**config.mk**
```make
export PLATFORM = sky130hd
export DESIGN_NAME = alu_sched_flat
export DESIGN_NICKNAME = d
export VERILOG_FILES = /design/src/rtl/alu_sched_if.sv /design/src/rtl/alu_sched.sv /design/src/flat_wrapper.sv
export SDC_FILE = /design/constraint.sdc
export NUM_CORES = 1
export LEC_CHECK = 0
export CAP_MARGIN = 20
export CORE_AREA = 4 4 73 48
export CTS_BUF_LIST = sky130_fd_sc_hd__clkbuf_8
export CTS_CLUSTER_DIAMETER = 40
export DETAILED_ROUTE_END_ITERATION = 8
export DIE_AREA = 0 0 77 52
export GPL_TIMING_DRIVEN = 1
export PLACE_DENSITY = 0.87
export SLEW_MARGIN = 20
export SYNTH_ARGS = -nofsm -noshare
export SYNTH_HDL_FRONTEND = slang
export SYNTH_SLANG_ARGS = --single-unit
```
**constraint.sdc**
```tcl
create_clock -name clk -period 4.3 [get_ports clk]
set_input_delay 1.29 -clock clk [delete_from_list [all_inputs] [get_ports clk]]
set_output_delay 1.29 -clock clk [all_outputs]
set_load 0.03 [all_outputs]
```
**src/rtl/alu_sched_if.sv**
```systemverilog
// Request, shared-ALU and response signals of the two-requester ALU scheduler.
// The slave modport is the controller side and the master modport is the environment side.
interface alu_sched_if;
  logic       req0_valid;
  logic [1:0] req0_oper;
  logic [3:0] req0_in1;
  logic [3:0] req0_in2;
  logic       req0_ready;
  logic       req1_valid;
  logic [1:0] req1_oper;
  logic [3:0] req1_in1;
  logic [3:0] req1_in2;
  logic       req1_ready;
  logic [1:0] alu_oper;
  logic [3:0] alu_in1;
  logic [3:0] alu_in2;
  logic [4:0] alu_out;
  logic       rsp_valid;
  logic       rsp_ready;
  logic       rsp_id;
  logic [4:0] rsp_out;
  logic       rsp_dz;

  modport slave (
    input  req0_valid, req0_oper, req0_in1, req0_in2,
    input  req1_valid, req1_oper, req1_in1, req1_in2,
    input  alu_out, rsp_ready,
    output req0_ready, req1_ready,
    output alu_oper, alu_in1, alu_in2,
    output rsp_valid, rsp_id, rsp_out, rsp_dz
  );

  modport master (
    output req0_valid, req0_oper, req0_in1, req0_in2,
    output req1_valid, req1_oper, req1_in1, req1_in2,
    output alu_out, rsp_ready,
    input  req0_ready, req1_ready,
    input  alu_oper, alu_in1, alu_in2,
    input  rsp_valid, rsp_id, rsp_out, rsp_dz
  );
endinterface

```
**src/rtl/alu_sched.sv**
```systemverilog
// Round-robin scheduler sharing one external ALU between two requesters.
// Runs one operation at a time: grant, wait SETTLE cycles, then hold the response.
module alu_sched #(
  parameter int unsigned SETTLE = 2
) (
  input logic        clk,
  input logic        rst,
  alu_sched_if.slave bus
);

  typedef enum logic [1:0] {IDLE, EXEC, RESP} state_t;

  localparam logic [3:0] LAST = 4'(SETTLE - 1);

  state_t     state_q, state_d;
  logic       prio_q, prio_d;
  logic [3:0] cnt_q, cnt_d;
  logic       id_q, id_d;
  logic [1:0] oper_q, oper_d;
  logic [3:0] in1_q, in1_d;
  logic [3:0] in2_q, in2_d;
  logic       rsp_id_q, rsp_id_d;
  logic [4:0] rsp_out_q, rsp_out_d;
  logic       rsp_dz_q, rsp_dz_d;

  logic       grant;
  logic       gnt_id;

  always_comb begin
    state_d   = state_q;
    prio_d    = prio_q;
    cnt_d     = cnt_q;
    id_d      = id_q;
    oper_d    = oper_q;
    in1_d     = in1_q;
    in2_d     = in2_q;
    rsp_id_d  = rsp_id_q;
    rsp_out_d = rsp_out_q;
    rsp_dz_d  = rsp_dz_q;
    grant     = 1'b0;
    // With both pending the pointer decides; otherwise the only pending one wins.
    gnt_id    = (bus.req0_valid && bus.req1_valid) ? prio_q : bus.req1_valid;

    case (state_q)
      IDLE: begin
        if (bus.req0_valid || bus.req1_valid) begin
          grant   = 1'b1;
          id_d    = gnt_id;
          prio_d  = ~gnt_id;
          oper_d  = gnt_id ? bus.req1_oper : bus.req0_oper;
          in1_d   = gnt_id ? bus.req1_in1  : bus.req0_in1;
          in2_d   = gnt_id ? bus.req1_in2  : bus.req0_in2;
          cnt_d   = 4'd0;
          state_d = EXEC;
        end
      end
      EXEC: begin
        cnt_d = cnt_q + 4'd1;
        if (cnt_q == LAST) begin
          rsp_id_d  = id_q;
          rsp_out_d = bus.alu_out;
          rsp_dz_d  = (oper_q == 2'b11) && (in2_q == 4'd0);
          state_d   = RESP;
        end
      end
      RESP: begin
        if (bus.rsp_ready) begin
          state_d = IDLE;
        end
      end
      default: state_d = IDLE;
    endcase
  end

  always_ff @(posedge clk) begin
    if (rst) begin
      state_q   <= IDLE;
      prio_q    <= 1'b0;
      cnt_q     <= 4'd0;
      id_q      <= 1'b0;
      oper_q    <= 2'd0;
      in1_q     <= 4'd0;
      in2_q     <= 4'd0;
      rsp_id_q  <= 1'b0;
      rsp_out_q <= 5'd0;
      rsp_dz_q  <= 1'b0;
    end else begin
      state_q   <= state_d;
      prio_q    <= prio_d;
      cnt_q     <= cnt_d;
      id_q      <= id_d;
      oper_q    <= oper_d;
      in1_q     <= in1_d;
      in2_q     <= in2_d;
      rsp_id_q  <= rsp_id_d;
      rsp_out_q <= rsp_out_d;
      rsp_dz_q  <= rsp_dz_d;
    end
  end

  // Latched operands only change at a grant, so they double as the held ALU drive.
  assign bus.alu_oper   = oper_q;
  assign bus.alu_in1    = in1_q;
  assign bus.alu_in2    = in2_q;

  assign bus.req0_ready = grant && !gnt_id && !rst;
  assign bus.req1_ready = grant &&  gnt_id && !rst;

  assign bus.rsp_valid  = (state_q == RESP) && !rst;
  assign bus.rsp_id     = rsp_id_q;
  assign bus.rsp_out    = rsp_out_q;
  assign bus.rsp_dz     = rsp_dz_q;

endmodule

```
**src/flat_wrapper.sv**
```systemverilog
// flat-port wrapper written by rule: the top's interface ports become plain ports
module alu_sched_flat 
#(
  parameter int unsigned SETTLE = 2
)
  (clk, rst, bus_req0_valid, bus_req0_oper, bus_req0_in1, bus_req0_in2, bus_req1_valid, bus_req1_oper, bus_req1_in1, bus_req1_in2, bus_alu_out, bus_rsp_ready, bus_req0_ready, bus_req1_ready, bus_alu_oper, bus_alu_in1, bus_alu_in2, bus_rsp_valid, bus_rsp_id, bus_rsp_out, bus_rsp_dz);
  alu_sched_if bus_i ();
  input logic clk;
  input logic rst;
  input wire logic [$bits(bus_i.req0_valid)-1:0] bus_req0_valid;
  input wire logic [$bits(bus_i.req0_oper)-1:0] bus_req0_oper;
  input wire logic [$bits(bus_i.req0_in1)-1:0] bus_req0_in1;
  input wire logic [$bits(bus_i.req0_in2)-1:0] bus_req0_in2;
  input wire logic [$bits(bus_i.req1_valid)-1:0] bus_req1_valid;
  input wire logic [$bits(bus_i.req1_oper)-1:0] bus_req1_oper;
  input wire logic [$bits(bus_i.req1_in1)-1:0] bus_req1_in1;
  input wire logic [$bits(bus_i.req1_in2)-1:0] bus_req1_in2;
  input wire logic [$bits(bus_i.alu_out)-1:0] bus_alu_out;
  input wire logic [$bits(bus_i.rsp_ready)-1:0] bus_rsp_ready;
  output wire logic [$bits(bus_i.req0_ready)-1:0] bus_req0_ready;
  output wire logic [$bits(bus_i.req1_ready)-1:0] bus_req1_ready;
  output wire logic [$bits(bus_i.alu_oper)-1:0] bus_alu_oper;
  output wire logic [$bits(bus_i.alu_in1)-1:0] bus_alu_in1;
  output wire logic [$bits(bus_i.alu_in2)-1:0] bus_alu_in2;
  output wire logic [$bits(bus_i.rsp_valid)-1:0] bus_rsp_valid;
  output wire logic [$bits(bus_i.rsp_id)-1:0] bus_rsp_id;
  output wire logic [$bits(bus_i.rsp_out)-1:0] bus_rsp_out;
  output wire logic [$bits(bus_i.rsp_dz)-1:0] bus_rsp_dz;
  assign bus_i.req0_valid = bus_req0_valid;
  assign bus_i.req0_oper = bus_req0_oper;
  assign bus_i.req0_in1 = bus_req0_in1;
  assign bus_i.req0_in2 = bus_req0_in2;
  assign bus_i.req1_valid = bus_req1_valid;
  assign bus_i.req1_oper = bus_req1_oper;
  assign bus_i.req1_in1 = bus_req1_in1;
  assign bus_i.req1_in2 = bus_req1_in2;
  assign bus_i.alu_out = bus_alu_out;
  assign bus_i.rsp_ready = bus_rsp_ready;
  assign bus_req0_ready = bus_i.req0_ready;
  assign bus_req1_ready = bus_i.req1_ready;
  assign bus_alu_oper = bus_i.alu_oper;
  assign bus_alu_in1 = bus_i.alu_in1;
  assign bus_alu_in2 = bus_i.alu_in2;
  assign bus_rsp_valid = bus_i.rsp_valid;
  assign bus_rsp_id = bus_i.rsp_id;
  assign bus_rsp_out = bus_i.rsp_out;
  assign bus_rsp_dz = bus_i.rsp_dz;
  alu_sched #(.SETTLE(SETTLE)) u_core (.clk(clk), .rst(rst), .bus(bus_i));
endmodule
```
==> report_table.html, run 1 <==
<table>
<tr><th>Metric</th><th>Value</th></tr>
<tr><th colspan="2">Global route</th></tr>
<tr><td>Global routing usage on met2</td><td>28.8%</td></tr>
<tr><td>First-pass GRT wire length</td><td>5.43 mm</td></tr>
<tr><td>Global Route met1 Usage</td><td>22.0%</td></tr>
<tr><td>Initial antenna violation count</td><td>0</td></tr>
<tr><td>Routing layer with the top usage in global route</td><td>met2</td></tr>
<tr><td>Pin count of the biggest net entering global routing</td><td>20</td></tr>
<tr><td>GRT met3 Usage</td><td>3.29%</td></tr>
<tr><td>Via count of the first global-routing pass</td><td>1131</td></tr>
<tr><td>Total track usage</td><td>17.2%</td></tr>
<tr><td>Global route overflow</td><td>0</td></tr>
<tr><th colspan="2">Pwr</th></tr>
<tr><td>Lkg Pwr</td><td>0.000626 µW</td></tr>
<tr><td>Power per cell area</td><td>324 nW/µm²</td></tr>
<tr><td>Maximum resistive drop on vdd</td><td>0.149 mV</td></tr>
<tr><th colspan="2">Yosys</th></tr>
<tr><td>Warnings from Yosys</td><td>0</td></tr>
<tr><td>Instance count of the mapped netlist</td><td>125</td></tr>
<tr><td>Synthesized area per cell</td><td>8.84 µm²</td></tr>
<tr><td>Cell types occupying the most area after synthesis</td><td>dfxtp_1 (45%), a21oi_1 (5.4%), a221o_1 (5.4%)</td></tr>
<tr><td>Proportion of synthesized chip area in sequential cells</td><td>45.3%</td></tr>
<tr><td>Top flip-flop cell by instance count after synthesis</td><td>dfxtp_1</td></tr>
<tr><td>Fraction of registers with async set/reset</td><td>0%</td></tr>
<tr><td>Cell accounting for the most synthesized area</td><td>dfxtp_1</td></tr>
<tr><td>Post-synthesis cell type count</td><td>29</td></tr>
<tr><td>Proportion of netlist area held by the largest area contributor</td><td>45.3%</td></tr>
<tr><td>Number of enable flip-flop cells after synthesis</td><td>0</td></tr>
<tr><td>Synthesized flop and latch total</td><td>25</td></tr>
<tr><td>Syn_nets</td><td>157</td></tr>
<tr><td>Post-Synthesis Cell Area</td><td>1100 µm²</td></tr>
<tr><th colspan="2">Detailed routing</th></tr>
<tr><td>Router iterations before antenna repair</td><td>5</td></tr>
<tr><td>Remaining routing DRC violations</td><td>0</td></tr>
<tr><td>Via total after detailed routing</td><td>1161</td></tr>
<tr><td>Average wire per standard cell</td><td>16.0 µm</td></tr>
<tr><td>Sum of routed wire length over all layers</td><td>3.30 mm</td></tr>
<tr><td>Violation count after the first detailed-route iteration</td><td>66</td></tr>
<tr><td>Antenna Violating Nets Remaining</td><td>0</td></tr>
<tr><td>Post-detailed-route via-to-cell ratio</td><td>5.64</td></tr>
<tr><th colspan="2">Critical path</th></tr>
<tr><td>Critical register-to-register path startpoint</td><td>u_core.cnt_q[0]$_SDFFE_PP0P_</td></tr>
<tr><td>CP Launch Point</td><td>bus_req1_valid</td></tr>
<tr><td>Worst path required time</td><td>3010 ps</td></tr>
<tr><td>Worst setup path category</td><td>primary input to output pin</td></tr>
<tr><td>Kind of capture point of the worst setup path</td><td>output pin</td></tr>
<tr><td>CP max FO</td><td>8</td></tr>
<tr><td>Startpoint class of the critical path</td><td>primary input</td></tr>
<tr><td>Reg2Reg Setup Slack</td><td>2420 ps</td></tr>
<tr><td>Signal arrival time at the worst endpoint</td><td>2570 ps</td></tr>
<tr><th colspan="2">STA</th></tr>
<tr><td>Final Hold Violating Endpoints</td><td>0</td></tr>
<tr><td>Worst clock skew</td><td>1.96 ps</td></tr>
<tr><td>Unrepaired setup endpoints after global routing</td><td>no</td></tr>
<tr><td>Fin. max-slew vios</td><td>0</td></tr>
<tr><td>Final setup vio count</td><td>0</td></tr>
<tr><td>Relative slew slack</td><td>32.6%</td></tr>
<tr><td>Final-layout setup total negative slack</td><td>0 ps</td></tr>
<tr><td>Min Clock Period, post-route</td><td>3860 ps</td></tr>
<tr><td>Actual slew at the worst max-slew pin</td><td>1010 ps</td></tr>
<tr><td>Fin crit share</td><td>89.9%</td></tr>
<tr><td>Fmax achieved</td><td>259 MHz</td></tr>
<tr><td>Final worst hold slack</td><td>468 ps</td></tr>
<tr><th colspan="2">Run status</th></tr>
<tr><td>Run status</td><td>finished clean</td></tr>
<tr><th colspan="2">Hold path</th></tr>
<tr><td>Hold Crit Class</td><td>register to register</td></tr>
<tr><td>Beginning of the worst hold path</td><td>u_core.id_q$_SDFFE_PP0N_</td></tr>
<tr><th colspan="2">Cells and area</th></tr>
<tr><td>Final antenna diode count</td><td>0</td></tr>
<tr><td>Share of post-route cells with drive strength above 1</td><td>7.56%</td></tr>
<tr><td>Signed area change from the synthesized netlist to the final layout</td><td>50.6%</td></tr>
<tr><td>Total number of nets in the final design</td><td>205</td></tr>
<tr><td>Post-layout util</td><td>59.5%</td></tr>
<tr><td>Leading cell type in the layout, fill and taps excluded</td><td>clkdlybuf4s50_1</td></tr>
<tr><td>Commonest cells after routing, fill and taps aside</td><td>clkdlybuf4s50_1 (46), dfxtp_1 (25), nand3_1 (12), a21oi_1 (12), o21ai_0 (11)</td></tr>
<tr><td>Fillers</td><td>252</td></tr>
<tr><th colspan="2">Clocking</th></tr>
<tr><td>Number of clock sinks seen by CTS</td><td>25</td></tr>
<tr><td>Number of buffers between clock root and the deepest sink</td><td>2</td></tr>
<tr><td>H-tree levels</td><td>1</td></tr>
<tr><td>Number of hold-repair buffers added at the cts stage</td><td>0</td></tr>
<tr><td>Cts bufs inserted</td><td>3</td></tr>
<tr><td>Root buffer cell</td><td>clkbuf_8</td></tr>
<tr><td>Clock transition at the registers of the reported paths</td><td>80 ps</td></tr>
<tr><td>Insertion delay of the later-clocked pin in the worst-skew pair</td><td>270 ps</td></tr>
<tr><td>Clock tree from TritonCTS</td><td>built</td></tr>
<tr><td>Resize count post-CTS</td><td>0</td></tr>
<tr><td>Setup fix buffers added after clock tree synthesis</td><td>0</td></tr>
<tr><th colspan="2">Die</th></tr>
<tr><td>Total I/O pin count</td><td>50</td></tr>
<tr><td>Area enclosed by the die boundary</td><td>4000 µm²</td></tr>
<tr><td>Die span in y</td><td>52 µm</td></tr>
<tr><td>Floorplan Core Area</td><td>2800 µm²</td></tr>
<tr><td>Die width</td><td>77 µm</td></tr>
<tr><td>Cell Rows</td><td>15</td></tr>
<tr><td>Initial Utilization</td><td>39.5%</td></tr>
<tr><th colspan="2">Place</th></tr>
<tr><td>Post-detailed-placement half-perimeter wirelength</td><td>2.63 mm</td></tr>
<tr><td>Gpl congestion</td><td>0.814</td></tr>
<tr><td>Number of I/O port buffers</td><td>49</td></tr>
<tr><th colspan="2">Job</th></tr>
<tr><td>Maximum Capacitance Violations</td><td>0</td></tr>
</table>
## cells in the mapped netlist (2+ instances only)
cell type	instances
clkbuf_1	6
nand2b_1	4
ha_1	2
nor2_1	3
nand3_1	12
or2_2	2
dfxtp_1	25
nor3b_1	3
nand4_1	4
o21ai_0	11
a221o_1	6
o211ai_1	4
and3_1	7
nand2_1	2
a31oi_1	5
a21o_1	2
or4_1	2
buf_2	3
a21oi_1	12
## routing by layer
metal,part of all wire (%),up-vias
li1,-,567
met1,46,545
met2,46,39
met3,5.3,10
met4,2.6,0
met5,0,-
## worst max-delay path, cell delays in order
cell	delay [ps]
clkdlybuf4s50_1	530
a21boi_0	350
and2_1	230
buf_4	170
## flip-flops by register name, summed over array words and instances, names as in the netlist
name                 flops
u_core.bus.alu_in1       4
u_core.bus.alu_in2       4
u_core.bus.alu_oper      2
u_core.bus.rsp_dz        1
u_core.bus.rsp_id        1
u_core.bus.rsp_out       5
u_core.cnt_q             4
u_core.id_q              1
u_core.prio_q            1
u_core.state_q           2
## cell type report
type                       instances  area, µm²  share of cell area [%]
multi-input combinational         90        563                    33.8
clock inverter                     1       7.51                   0.451
clock buffer                       3       41.3                    2.48
sequential                        25        500                    30.1
tap                               34       42.5                    2.56
timing repair buffer              52        505                    30.4
inverter                           1       3.75                   0.226
## power breakdown
part | internal, µW | total, µW | leakage (µW) | switching, µW
Sequential | 247 | 260 | 0.000204 | 12.9
Clock | 65.7 | 141 | 0.0000217 | 75.6
Combinational | 65.2 | 138 | 0.000400 | 73.2
## kinds of logic after synthesis
group                      synth area share, %
adders and majority gates                 2.26
DFF                                       45.3
buffers and inverters                     3.74
and+or+nand+nor                           23.7
AOI/OAI and AO/OA                         24.2
xor gates and xnor gates                 0.793
## path summary, 6_finish.rpt
path	endpoint	depth (start not counted)
max	bus_req0_ready	4
min	u_core.id_q$_SDFFE_PP0N_	1
max reg2reg	u_core.state_q[0]$_SDFFE_PP0P_	3
min reg2reg	u_core.id_q$_SDFFE_PP0N_	1
## stage by stage
stage	cells	total power, µW	setup WS [ps]	area, µm²
after CTS	206	542	449	1660
after detailed placement	202	403	449	1620
after floorplan	125	336	797	1100
after global placement	202	397	525	1620
final	206	540	435	1660
after global routing	206	564	353	1660
Power figures use the tool's default switching activity.
==> inputs of run 2 (changes only) <==
ABC_CLOCK_PERIOD_IN_PS = 4300   (was not set)
==> results of run 2 <==
No change in the layout: final DEF, timing and power equal those of run 1.
==> inputs of run 3 (changes only) <==
GPL_ROUTABILITY_DRIVEN = 0   (was not set)
==> results of run 3 <==
No change in the layout: final DEF, timing and power equal those of run 1.
